--- config.mk ---
export PLATFORM = sky130hd
export DESIGN_NAME = mem_arbiter
export DESIGN_NICKNAME = d
export VERILOG_FILES = /design/src/rtl/mem_arbiter_pkg.sv /design/src/rtl/mem_arbiter.sv
export SDC_FILE = /design/constraint.sdc
export NUM_CORES = 1
export LEC_CHECK = 0
export ABC_AREA = 1
export BUFFER_PORTS_ARGS = -buffer_cell sky130_fd_sc_hd__buf_2
export CAP_MARGIN = 15
export CORE_AREA = 2 2 86 88
export DETAILED_ROUTE_END_ITERATION = 16
export DIE_AREA = 0 0 88 90
export PLACE_DENSITY = 0.53
export SETUP_SLACK_MARGIN = 0.2
export SYNTH_ARGS = -nofsm -noshare
export SYNTH_HDL_FRONTEND = slang
export SYNTH_SLANG_ARGS = --single-unit
--- constraint.sdc ---
create_clock -name clk -period 1.4 [get_ports clk]
set_input_delay 0.28 -clock clk [delete_from_list [all_inputs] [get_ports clk]]
set_output_delay 0.28 -clock clk [all_outputs]
set_load 0.05 [all_outputs]
--- src/rtl/mem_arbiter_pkg.sv ---
// Shared widths, state/owner encodings and default streak limit for mem_arbiter.
package mem_arbiter_pkg;

  localparam int unsigned ADDR           = 16;
  localparam int unsigned W_OPR          = 32;
  localparam int unsigned STREAK_DEFAULT = 4;

  localparam logic [0:0] StIdle   = 1'b0;
  localparam logic [0:0] StAccess = 1'b1;

  localparam logic [0:0] OwnIf = 1'b0;
  localparam logic [0:0] OwnLs = 1'b1;

endpackage

--- src/rtl/mem_arbiter.sv ---
// Fetch / load-store arbiter onto one synchronous RAM port; one access per two cycles.
// Define ARB_STARVE_GUARD_EN to let a waiting fetch win after STREAK load/store grants.
module mem_arbiter
  import mem_arbiter_pkg::*;
#(
  parameter int unsigned STREAK = STREAK_DEFAULT
) (
  input  logic             clk,
  input  logic             reset,
  input  logic             if_req_i,
  input  logic [ADDR-1:0]  if_addr_i,
  output logic             if_ack_o,
  output logic [W_OPR-1:0] if_data_o,
  input  logic             ls_req_i,
  input  logic             ls_write_i,
  input  logic [ADDR-1:0]  ls_addr_i,
  input  logic [W_OPR-1:0] ls_wdata_i,
  output logic             ls_ack_o,
  output logic [W_OPR-1:0] ls_rdata_o,
  output logic             stall_o,
  output logic             mem_en_o,
  output logic             mem_we_o,
  output logic [ADDR-1:0]  mem_addr_o,
  output logic [W_OPR-1:0] mem_wdata_o,
  input  logic [W_OPR-1:0] mem_rdata_i
);

  logic [0:0] state_q, state_d;
  logic [0:0] owner_q, owner_d;
  logic       store_q, store_d;
  logic       grant_if, grant_ls;
  logic       starve;
  logic       in_access;

`ifdef ARB_STARVE_GUARD_EN
  localparam int unsigned CntW = $clog2(STREAK + 1) > 0 ? $clog2(STREAK + 1) : 1;

  logic [CntW-1:0] streak_q, streak_d;

  assign starve = if_req_i && (streak_q == CntW'(STREAK));

  always_comb begin
    streak_d = streak_q;
    if (grant_if) begin
      streak_d = '0;
    end else if (grant_ls && if_req_i) begin
      streak_d = streak_q + CntW'(1);
    end
  end

  always_ff @(posedge clk) begin
    if (reset) begin
      streak_q <= '0;
    end else begin
      streak_q <= streak_d;
    end
  end
`else
  assign starve = 1'b0;
`endif

  // Grants are only made from IDLE; load/store wins unless the starvation guard trips.
  always_comb begin
    grant_if = 1'b0;
    grant_ls = 1'b0;
    if (state_q == StIdle) begin
      if (ls_req_i && !starve) begin
        grant_ls = 1'b1;
      end else if (if_req_i) begin
        grant_if = 1'b1;
      end
    end
  end

  always_comb begin
    state_d = StIdle;
    owner_d = owner_q;
    store_d = store_q;
    if (grant_ls) begin
      state_d = StAccess;
      owner_d = OwnLs;
      store_d = ls_write_i;
    end else if (grant_if) begin
      state_d = StAccess;
      owner_d = OwnIf;
      store_d = 1'b0;
    end
  end

  always_ff @(posedge clk) begin
    if (reset) begin
      state_q <= StIdle;
      owner_q <= OwnIf;
      store_q <= 1'b0;
    end else begin
      state_q <= state_d;
      owner_q <= owner_d;
      store_q <= store_d;
    end
  end

  // Outputs are gated by reset so nothing escapes while reset is held.
  assign in_access = (state_q == StAccess) && !reset;

  always_comb begin
    if_ack_o    = in_access && (owner_q == OwnIf);
    ls_ack_o    = in_access && (owner_q == OwnLs);
    if_data_o   = if_ack_o ? mem_rdata_i : '0;
    ls_rdata_o  = (ls_ack_o && !store_q) ? mem_rdata_i : '0;
    mem_en_o    = !reset && (grant_if || grant_ls);
    mem_we_o    = !reset && grant_ls && ls_write_i;
    mem_addr_o  = '0;
    mem_wdata_o = '0;
    if (!reset && grant_ls) begin
      mem_addr_o = ls_addr_i;
      if (ls_write_i) begin
        mem_wdata_o = ls_wdata_i;
      end
    end else if (!reset && grant_if) begin
      mem_addr_o = if_addr_i;
    end
    stall_o = ls_req_i && !ls_ack_o;
  end

endmodule

# ---- Word-level counts from Yosys, hierarchy flattened
# Index checks and enable logic that the tools add are counted.
dict set report word_totals {
  reg_bits 3
  in_bits 101
  output_inout_bits 117
  word_cells 34
}
dict set report op_classes {
  mux 16
  n_bitwise 1
  reduce_logical 14
}
# op count
set op_table {}
lappend op_table {{two-way mux 32 bit} 4}
lappend op_table {{two-way mux 16 bit} 2}
lappend op_table {{two-way mux 1 bit} 10}
lappend op_table {{logical AND 1 bit} 9}
lappend op_table {{logical NOT 1 bit} 3}
lappend op_table {{nonzero test 2 bit} 1}
lappend op_table {{logical OR 1 bit} 1}
lappend op_table {{inverter 1 bit} 1}

# ---- Logic depth before layout (Yosys ltp)
# Gate-level depths: netlist of run 1.
dict set report depth {
  depth_word 6
  mapped_depth 5
  ltp_nobuf 4
}

# ---- Worst setup path after synthesis of run 1
# OpenSTA, ideal clock, no wires.
dict set report synth_path {
  path_type {register to output}
  start {register state_q}
  end {output ls_rdata_o[23]}
  arrival_time_ps 1801
  t_required_ps 1120
  setup_slack_ps -681
  stages_incl_launch_ff 4
  n_path_buf 1
  path_cell_list {dfxtp_1 -> nand3_1 -> buf_2 -> nor3_1}
}
dict set report synth_between {
  elab_chain_len 4
}
# element line
set synth_rtl {}
lappend synth_rtl {{start: declaration} mem_arbiter.sv:28} ;# logic [0:0] state_q, state_d;
lappend synth_rtl {{start signal: assignment} mem_arbiter.sv:92} ;# state_q <= StIdle;
lappend synth_rtl {{start signal: assignment} mem_arbiter.sv:96} ;# state_q <= state_d;
lappend synth_rtl {{logical AND 1 bit} mem_arbiter.sv:103} ;# assign in_access = (state_q == StAccess) && !reset;
lappend synth_rtl {{logical AND 1 bit} mem_arbiter.sv:107} ;# ls_ack_o = in_access && (owner_q == OwnLs);
lappend synth_rtl {{logical AND 1 bit} mem_arbiter.sv:109} ;# ls_rdata_o = (ls_ack_o && !store_q) ? mem_rdata_i : '0;
lappend synth_rtl {{two-way mux 32 bit} mem_arbiter.sv:109}
lappend synth_rtl {{end: declaration} mem_arbiter.sv:19} ;# output logic [W_OPR-1:0] ls_rdata_o,
# No other way between the ends.

# ---- Worst setup path after layout of run 1
dict set report layout_path {
  start {register state_q}
  end {output ls_rdata_o[31]}
}
# The elaborated chain is that of the path after synthesis.

==> summary.md, run 1 <==
| Metric | Value |
|---|---|
| Die area | `between 0.007 and 0.008 mm^2` |
| Hold Violations, Final | `0` |
| Kind of critical path | `flip-flop to output pin` |
| Max Clock Freq | `636.8 MHz` |
| Register area share after synthesis | `under 10%` |
| Syn nets | `361` |
| Max_slew headroom | `85.97%` |
| Critical Path End | `ls_rdata_o[31]` |
| DPL Wire Length | `5.681 mm` |
| Worst setup margin | `-0.1704 ns` |
| Root Buffer | `clkbuf_8` |
| Wire per inst | `approximately 13 um` |
| Final worst path period share | `112.2%` |
| Post-Synth Adder-Cell Area | `0%` |
| Drt via density | `4.299` |
| Status | `complete, but fails checks` |
| Remaining global-route overflow | `0` |
| Setup WS pre-CTS | `-0.1621 ns` |
| Post-Synth Simple-Gate Area | `around 70%` |
| Layout Utilization | `around 65%` |
| Number of synthesized flops with an enable pin | `0` |
| Met2 WL | `4.563 mm` |
| Largest family of logic cells by synthesized area | `simple AND/OR/NAND/NOR gates` |
| XOR/XNOR share of the synthesized area | `0%` |
| GPL Wtd Cong | `0.8025` |
| Asr flop ratio synth | `0%` |
| Htree depth | `1` |
| Placed cell count | `583` |
| Slew Viols, Final | `0` |
| Worst reg-to-reg setup slack | `0.38 ns` |
| RSZ-0062 raised after global routing | `true` |
| Synth Instances | `between 200 and 300` |
| CP Data Arrival Time | `1.29 ns` |
| YS warnings | `0` |
| Placement Cell Area | `~0.0036 mm^2` |
| Startpoint Class | `flip-flop` |
| Area leader, netlist | `nor2_1` |
| Total track usage | `18.77%` |
| # nets final | `594` |
| Largest net degree at the start of global routing | `34` |
| Synth Area in Compound Gates | `0.8649%` |
| Clk sinks | `3` |
| Overall Power | `1.768 mW` |
| Delay of the slowest cell on the worst path | `0.38 ns` |
| Setup tns final | `-15.83 ns` |
| Measured slew at the worst slew-check pin | `0.2103 ns` |
| # DRC | `0` |
| Antenna-violating nets left | `0` |
| Layout cells sized above 1 | `78.05%` |
| Met1 WL | `2.650 mm` |
| Crit-path max FO | `9` |
| Die X | `88 um` |
| Synth Register Bits | `3` |
| Worst reg2reg startpoint | `state_q$_SDFF_PP0_` |
| Most common cell in the netlist | `nor2_1` |
| Leak | `2.090 nW` |
| Ant. Diodes | `0` |
| Worst reg2reg path depth | `5` |
| Skew final | `slightly below 0.0005 ns` |
| CP max stage cell | `dfxtp_4` |
| Final Cell Area | `0.004597 mm^2` |
| CP Cell Sequence | `nand3_4 > buf_12 > nor3_2 > buf_6` |
| Primary FF master, synth | `dfxtp_1` |
| MaxCap Viol Count | `0` |
| Final setup fails | `roughly 120` |
| Max Root-Sink Buffers | `2` |
| CTS tree | `built` |
| Initial antenna violation count | `0` |
| Skew-Pair Late Insertion Delay | `0.21 ns` |
| Setup crit end kind | `output pin` |
| Max layer used | `met4` |
| Worst min-delay path category | `input pin to flip-flop` |
| Synth Cell Area | `between 0.001 and 0.0015 mm^2` |
| Setup crit start | `state_q$_SDFF_PP0_` |
| Met3 Wirelength | `529 um` |
| # fillers | `554` |
| Worst VDD drop | `0.2588 mV` |
| Hold-fix buffers, CTS | `0` |
| Min cycle time layout | `1.570 ns` |
| Num rows | `31` |
| First-pass GRT wire length | `around 12 mm` |
| Failing checks | `negative setup slack` |
| 1st-iter DRT viols | `31` |
| Clock Pin Slew Worst Setup and Hold Paths | `0.03 ns` |
| Min Hold Slack | `roughly 0.43 ns` |
| I/O Buffers | `217` |
| Unique masters post-synth | `13` |
| Core area | `0.007020 mm^2` |
| Mux contribution to synthesized area | `0%` |
| Post-Syn Area per Cell | `4.451 um^2` |
| TritonRoute pass-1 iters | `4` |
| Most instantiated cells after synthesis | `nor2_1, nand2_1, inv_1` |
| Wirelength, routed | `7.837 mm` |
| P&R area growth vs syn | `297.2%` |
| Top post-synthesis cells by area | `nor2_1, nand2_1, nand3_1, nor3_1, inv_1` |
| Die H | `approximately 90 um` |
| Vias in the first global route | `2575` |
| Worst path required time | `~1.1 ns` |
| Cts bufs inserted | `3` |
| Layout Cells excl Fill | `591` |
| Starting Density | `16.49%` |
| Via count | `2541` |
| Power per Cell Area | `384.5 mW/mm^2` |
| Synth top area share | `22.05%` |
| Reg2reg end | `store_q$_SDFFE_PP0P_` |
| Top Ports | `218` |
[routing by layer]
layer,global-route usage [%],up-vias
li1,-,1255
met5,0,-
met3,2.938,8
met4,3.077,0
met1,19.90,1147
met2,37.82,131
[worst min path at each step]
stage | startpoint | endpoint | slack (ns) | cells past startpoint
after floorplan | reset | state_q$_SDFF_PP0_ | 0.34 | 1
after global placement | owner_q$_SDFFE_PP0P_ | owner_q$_SDFFE_PP0P_ | 0.50 | 2
after detailed placement | owner_q$_SDFFE_PP0P_ | owner_q$_SDFFE_PP0P_ | 0.50 | 2
after CTS | reset | store_q$_SDFFE_PP0P_ | 0.41 | 4
after global routing | reset | state_q$_SDFF_PP0_ | 0.46 | 3
final | reset | store_q$_SDFFE_PP0P_ | 0.43 | 4
[cell families (layout without fill, tap and decap cells)]
| logic type | count (synthesis) | after routing |
|---|---|---|
| flops | 3 | 3 |
| compound gates | 2 | 2 |
| buf+inv | 63 | 295 |
| simple gates | 192 | 192 |
[power by group]
part	internal (mW)	total, mW	switching [mW]
clock network	0.194	0.252	0.0579
logic	0.535	1.41	0.871
registers	0.0924	0.110	0.0172
total	0.821	1.77	0.946
[worst max-delay path, delay by kind of cell, from the launching register on]
kind,cells,cell delay (ns)
buffers and inverters,2,0.38
AND/OR/NAND/NOR,2,0.30
flip-flops,1,0.38
[layout make-up]
type | count | area (um^2) | area share, %
multi-input combinational | 194 | 1797 | 39.09
timing repair buffer | 250 | 2390 | 51.99
inverter | 41 | 170.2 | 3.702
clock buffer | 4 | 45.04 | 0.9799
sequential | 3 | 71.32 | 1.551
tap | 99 | 123.9 | 2.695
[registers in the layout (all words and copies together) (netlist names)]
name and cells:
store_q 1, owner_q 1, state_q 1
[cell usage in the layout (no fill, tap or decap), types with 3 or more instances in the layout]
| cell | netlist | routed |
|---|---|---|
| buf_4 | 1 | 15 |
| buf_2 | 7 | 100 |
| clkbuf_16 | 0 | 3 |
| buf_12 | 0 | 13 |
| nand3_1 | 36 | 34 |
| nand2_4 | 1 | 8 |
| buf_8 | 0 | 27 |
| nand2_1 | 54 | 34 |
| clkinvlp_4 | 0 | 3 |
| inv_1 | 41 | 36 |
| nand2_2 | 0 | 12 |
| nor3_4 | 0 | 30 |
| dfxtp_4 | 0 | 3 |
| buf_6 | 3 | 92 |
| clkbuf_8 | 0 | 3 |
| nor2_4 | 0 | 66 |
[what timing repair did]
| item | in CTS | in global routing |
|---|---|---|
| buffers inserted | 0 | 0 |
| endpoints found under the setup margin | 117 | 117 |
| gates cloned | 1 | 3 |
| resized for setup | 254 | 29 |
| pin swaps | 14 | 4 |
(Power assumes the default switching activity.)
==> inputs of run 2 (changes only) <==
Settings changed: SETUP_SLACK_MARGIN 0.2 to unset.
==> run 2 against run 1 <==
The flow still finishes with violations (negative setup slack); hold slack lost 0.034 ns; routed wire length down 5.9%; total power is 3.7% lower; sequential power down 4%; core utilization down 3.5 points; first-iteration DRC count rose by 23%; critical path type unchanged; critical endpoint is now mem_wdata_o[30]; largest cell class unchanged; largest power group unchanged; highest routed layer unchanged.
==> summary.md, run 2 (synthesis gave the netlist of run 1 again) <==
| Metric | Value |
|---|---|
| Status | `complete, but fails checks (unchanged)` |
| Failing checks | `negative setup slack (unchanged)` |
| # nets final | `588 (was 594)` |
| Kind of critical path | `flip-flop to output pin (unchanged)` |
| Clock Pin Slew Worst Setup and Hold Paths | `0.03 ns (about the same)` |
| Num rows | `31 (unchanged)` |
| Hold Violations, Final | `0 (unchanged)` |
| Antenna-violating nets left | `0 (unchanged)` |
| Delay of the slowest cell on the worst path | `0.36 ns (was 0.38 ns)` |
| TritonRoute pass-1 iters | `5 (was 4)` |
| P&R area growth vs syn | `275.9% (was 297.2%)` |
| Seq pwr share | `6.2% (about the same)` |
| Die H | `90 um (unchanged)` |
| Largest registers | `owner_q: 1 flops, state_q: 1 flops, store_q: 1 flops (unchanged)` |
| Setup crit end kind | `output pin (unchanged)` |
| Cts bufs inserted | `3 (unchanged)` |
| Layout cells sized above 1 | `75.93% (was 78.05%)` |
| Top Ports | `218 (unchanged)` |
| CP max stage cell | `dfxtp_4 (unchanged)` |
| First-pass GRT wire length | `11.16 mm (was 12.21 mm)` |
| Wirelength, routed | `7.375 mm (was 7.837 mm)` |
| GPL Wtd Cong | `0.7497 (was 0.8025)` |
| CTS tree | `built (unchanged)` |
| Layout Cells excl Fill | `585 (was 591)` |
| Via count | `2513 (was 2541)` |
| Int Pwr | `0.7865 mW (was 0.8214 mW)` |
| Drt via density | `4.296 (was 4.299)` |
| Clock power share | `15.0% (was 14.3%)` |
| Remaining global-route overflow | `0 (unchanged)` |
| Worst VDD drop | `0.2197 mV (was 0.2588 mV)` |
| # fillers | `581 (was 554)` |
| Clk sinks | `3 (unchanged)` |
| CP top delay family | `simple AND/OR/NAND/NOR gates (was flip-flops)` |
| Hold-fix buffers, CTS | `0 (unchanged)` |
| Final Cell Area | `0.004350 mm^2 (was 0.004597 mm^2)` |
| Skew-Pair Late Insertion Delay | `0.22 ns (was 0.21 ns)` |
| DPL Wire Length | `5.392 mm (was 5.681 mm)` |
| CP Data Arrival Time | `1.30 ns (was 1.29 ns)` |
| Most frequent cells in the layout | `buf_6, buf_2, nor2_4 (was buf_2, buf_6, nor2_4)` |
| Setup bufs post-CTS | `0 (unchanged)` |
| Final worst path period share | `113.0% (was 112.2%)` |
| Max Root-Sink Buffers | `2 (unchanged)` |
| Crit-path max FO | `12 (was 9)` |
| I/O Buffers | `217 (unchanged)` |
| CP Cell Sequence | `nor2_4 > nand2_4 > buf_12 > nor2_4 > buf_6 (was nand3_4 > buf_12 > nor3_2 > buf_6)` |
| Startpoint Class | `flip-flop (unchanged)` |
| Total track usage | `17.01% (was 18.77%)` |
| Combinational Power Share | `78.8% (was 79.5%)` |
| Die X | `88 um (unchanged)` |
| 1st-iter DRT viols | `38 (was 31)` |
| Worst setup margin | `-0.1817 ns (was -0.1704 ns)` |
| Vias in the first global route | `2493 (was 2575)` |
| Placement Cell Area | `0.003401 mm^2 (was 0.003565 mm^2)` |
| MaxCap Viol Count | `0 (unchanged)` |
| Most frequent CP cell | `nor2_4` |
| Power per Cell Area | `391.0 mW/mm^2 (was 384.5 mW/mm^2)` |
| Core area | `0.007020 mm^2 (unchanged)` |
| Switch share | `53.77% (was 53.53%)` |
| Commonest non-fill, non-tap cell in the layout | `buf_6 (was buf_2)` |
| Starting Density | `16.49% (unchanged)` |
| Largest net degree at the start of global routing | `21 (was 34)` |
| Placed cell count | `577 (was 583)` |
| Root Buffer | `clkbuf_8 (unchanged)` |
| Min cycle time layout | `1.582 ns (was 1.570 ns)` |
| Worst path required time | `1.12 ns (about the same)` |
| Die area | `0.007920 mm^2 (unchanged)` |
| Ant. Diodes | `0 (unchanged)` |
| Wire per inst | `12.61 um (was 13.26 um)` |
| Skew final | `0.001335 ns (was 0.0004942 ns)` |
| Final setup fails | `117 (was 116)` |
| Slew Viols, Final | `0 (unchanged)` |
| Htree depth | `1 (unchanged)` |
| Initial antenna violation count | `0 (unchanged)` |
| Worst min-delay path category | `input pin to flip-flop (unchanged)` |
| Measured slew at the worst slew-check pin | `0.2298 ns (was 0.2103 ns)` |
| # DRC | `0 (unchanged)` |
| Buf/Inv on CP | `2 (unchanged)` |
| Switching power of the nets | `0.9147 mW (was 0.9461 mW)` |
| Max Clock Freq | `632.2 MHz (was 636.8 MHz)` |
| Layout Utilization | `61.97% (was 65.48%)` |
| Max_slew headroom | `84.68% (was 85.97%)` |
| Leak | `2.042 nW (was 2.090 nW)` |
| RSZ-0062 raised after global routing | `true (unchanged)` |
-- run 2: worst paths after layout --
kind	startpoint	to	slack (ns)	cells past startpoint
min	reset	state_q$_SDFF_PP0_	0.39	3
min reg2reg	owner_q$_SDFFE_PP0P_	owner_q$_SDFFE_PP0P_	0.50	2
max reg2reg	state_q$_SDFF_PP0_	store_q$_SDFFE_PP0P_	0.38	5
max	state_q$_SDFF_PP0_	mem_wdata_o[30]	-0.18	5
-- run 2: final cells by class --
cell class | instances | area, um^2 | share of cell area, %
Inverter | 41 | 153.9 | 3.538
Clock buffer | 4 | 45.04 | 1.035
Tap cell | 99 | 123.9 | 2.847
Sequential cell | 3 | 68.82 | 1.582
Multi-Input combinational cell | 194 | 1698 | 39.03
Timing Repair Buffer | 244 | 2261 | 51.97
-- run 2: routing by layer --
| layer | vias to the layer above | wire, um | GRT usage, % |
|---|---|---|---|
| met5 | - | 0 | 0 |
| met4 | 0 | 51 | 3.205 |
| met3 | 6 | 565 | 2.755 |
| met2 | 136 | 4069 | 32.45 |
| met1 | 1121 | 2689 | 19.39 |
| li1 | 1250 | - | - |
-- run 2: repair_timing --
action	CTS	global route
gates cloned	0	4
endpoints found under the setup margin	117	117
resized for setup	219	46
pin swaps	0	2
-- run 2: through the flow --
stage / hold WS (ns) / TNS [ns] / total power, mW / worst slack, ns
final: 0.3918 / -14.65 / 1.701 / -0.1817
after global routing: 0.4234 / -21.71 / 1.790 / -0.2363
after CTS: 0.3772 / -15.73 / 1.631 / -0.1800
after detailed placement: 0.5015 / -13.01 / 1.241 / -0.1786
after global placement: 0.5017 / -12.18 / 1.238 / -0.1789
after floorplan: 0.3417 / -7.487 / 0.9085 / -0.1359
-- run 2: power by group through the flow --
stage / logic (mW) / registers, mW / clock network, mW
3_5_place_dp: 1.13 / 0.106 / 0
5_1_grt: 1.42 / 0.107 / 0.267
4_1_cts: 1.26 / 0.106 / 0.263
3_3_place_gp: 1.13 / 0.106 / 0
2_1_floorplan: 0.806 / 0.102 / 0
6_report: 1.34 / 0.106 / 0.255
-- run 2: worst reg2reg max path, cell delays in order, from the launching register on --
cell and delay, ns:
dfxtp_4 0.36, nor2_4 0.14, buf_8 0.17, nand3_2 0.09
buf_4 0.14, nand2_1 0.05
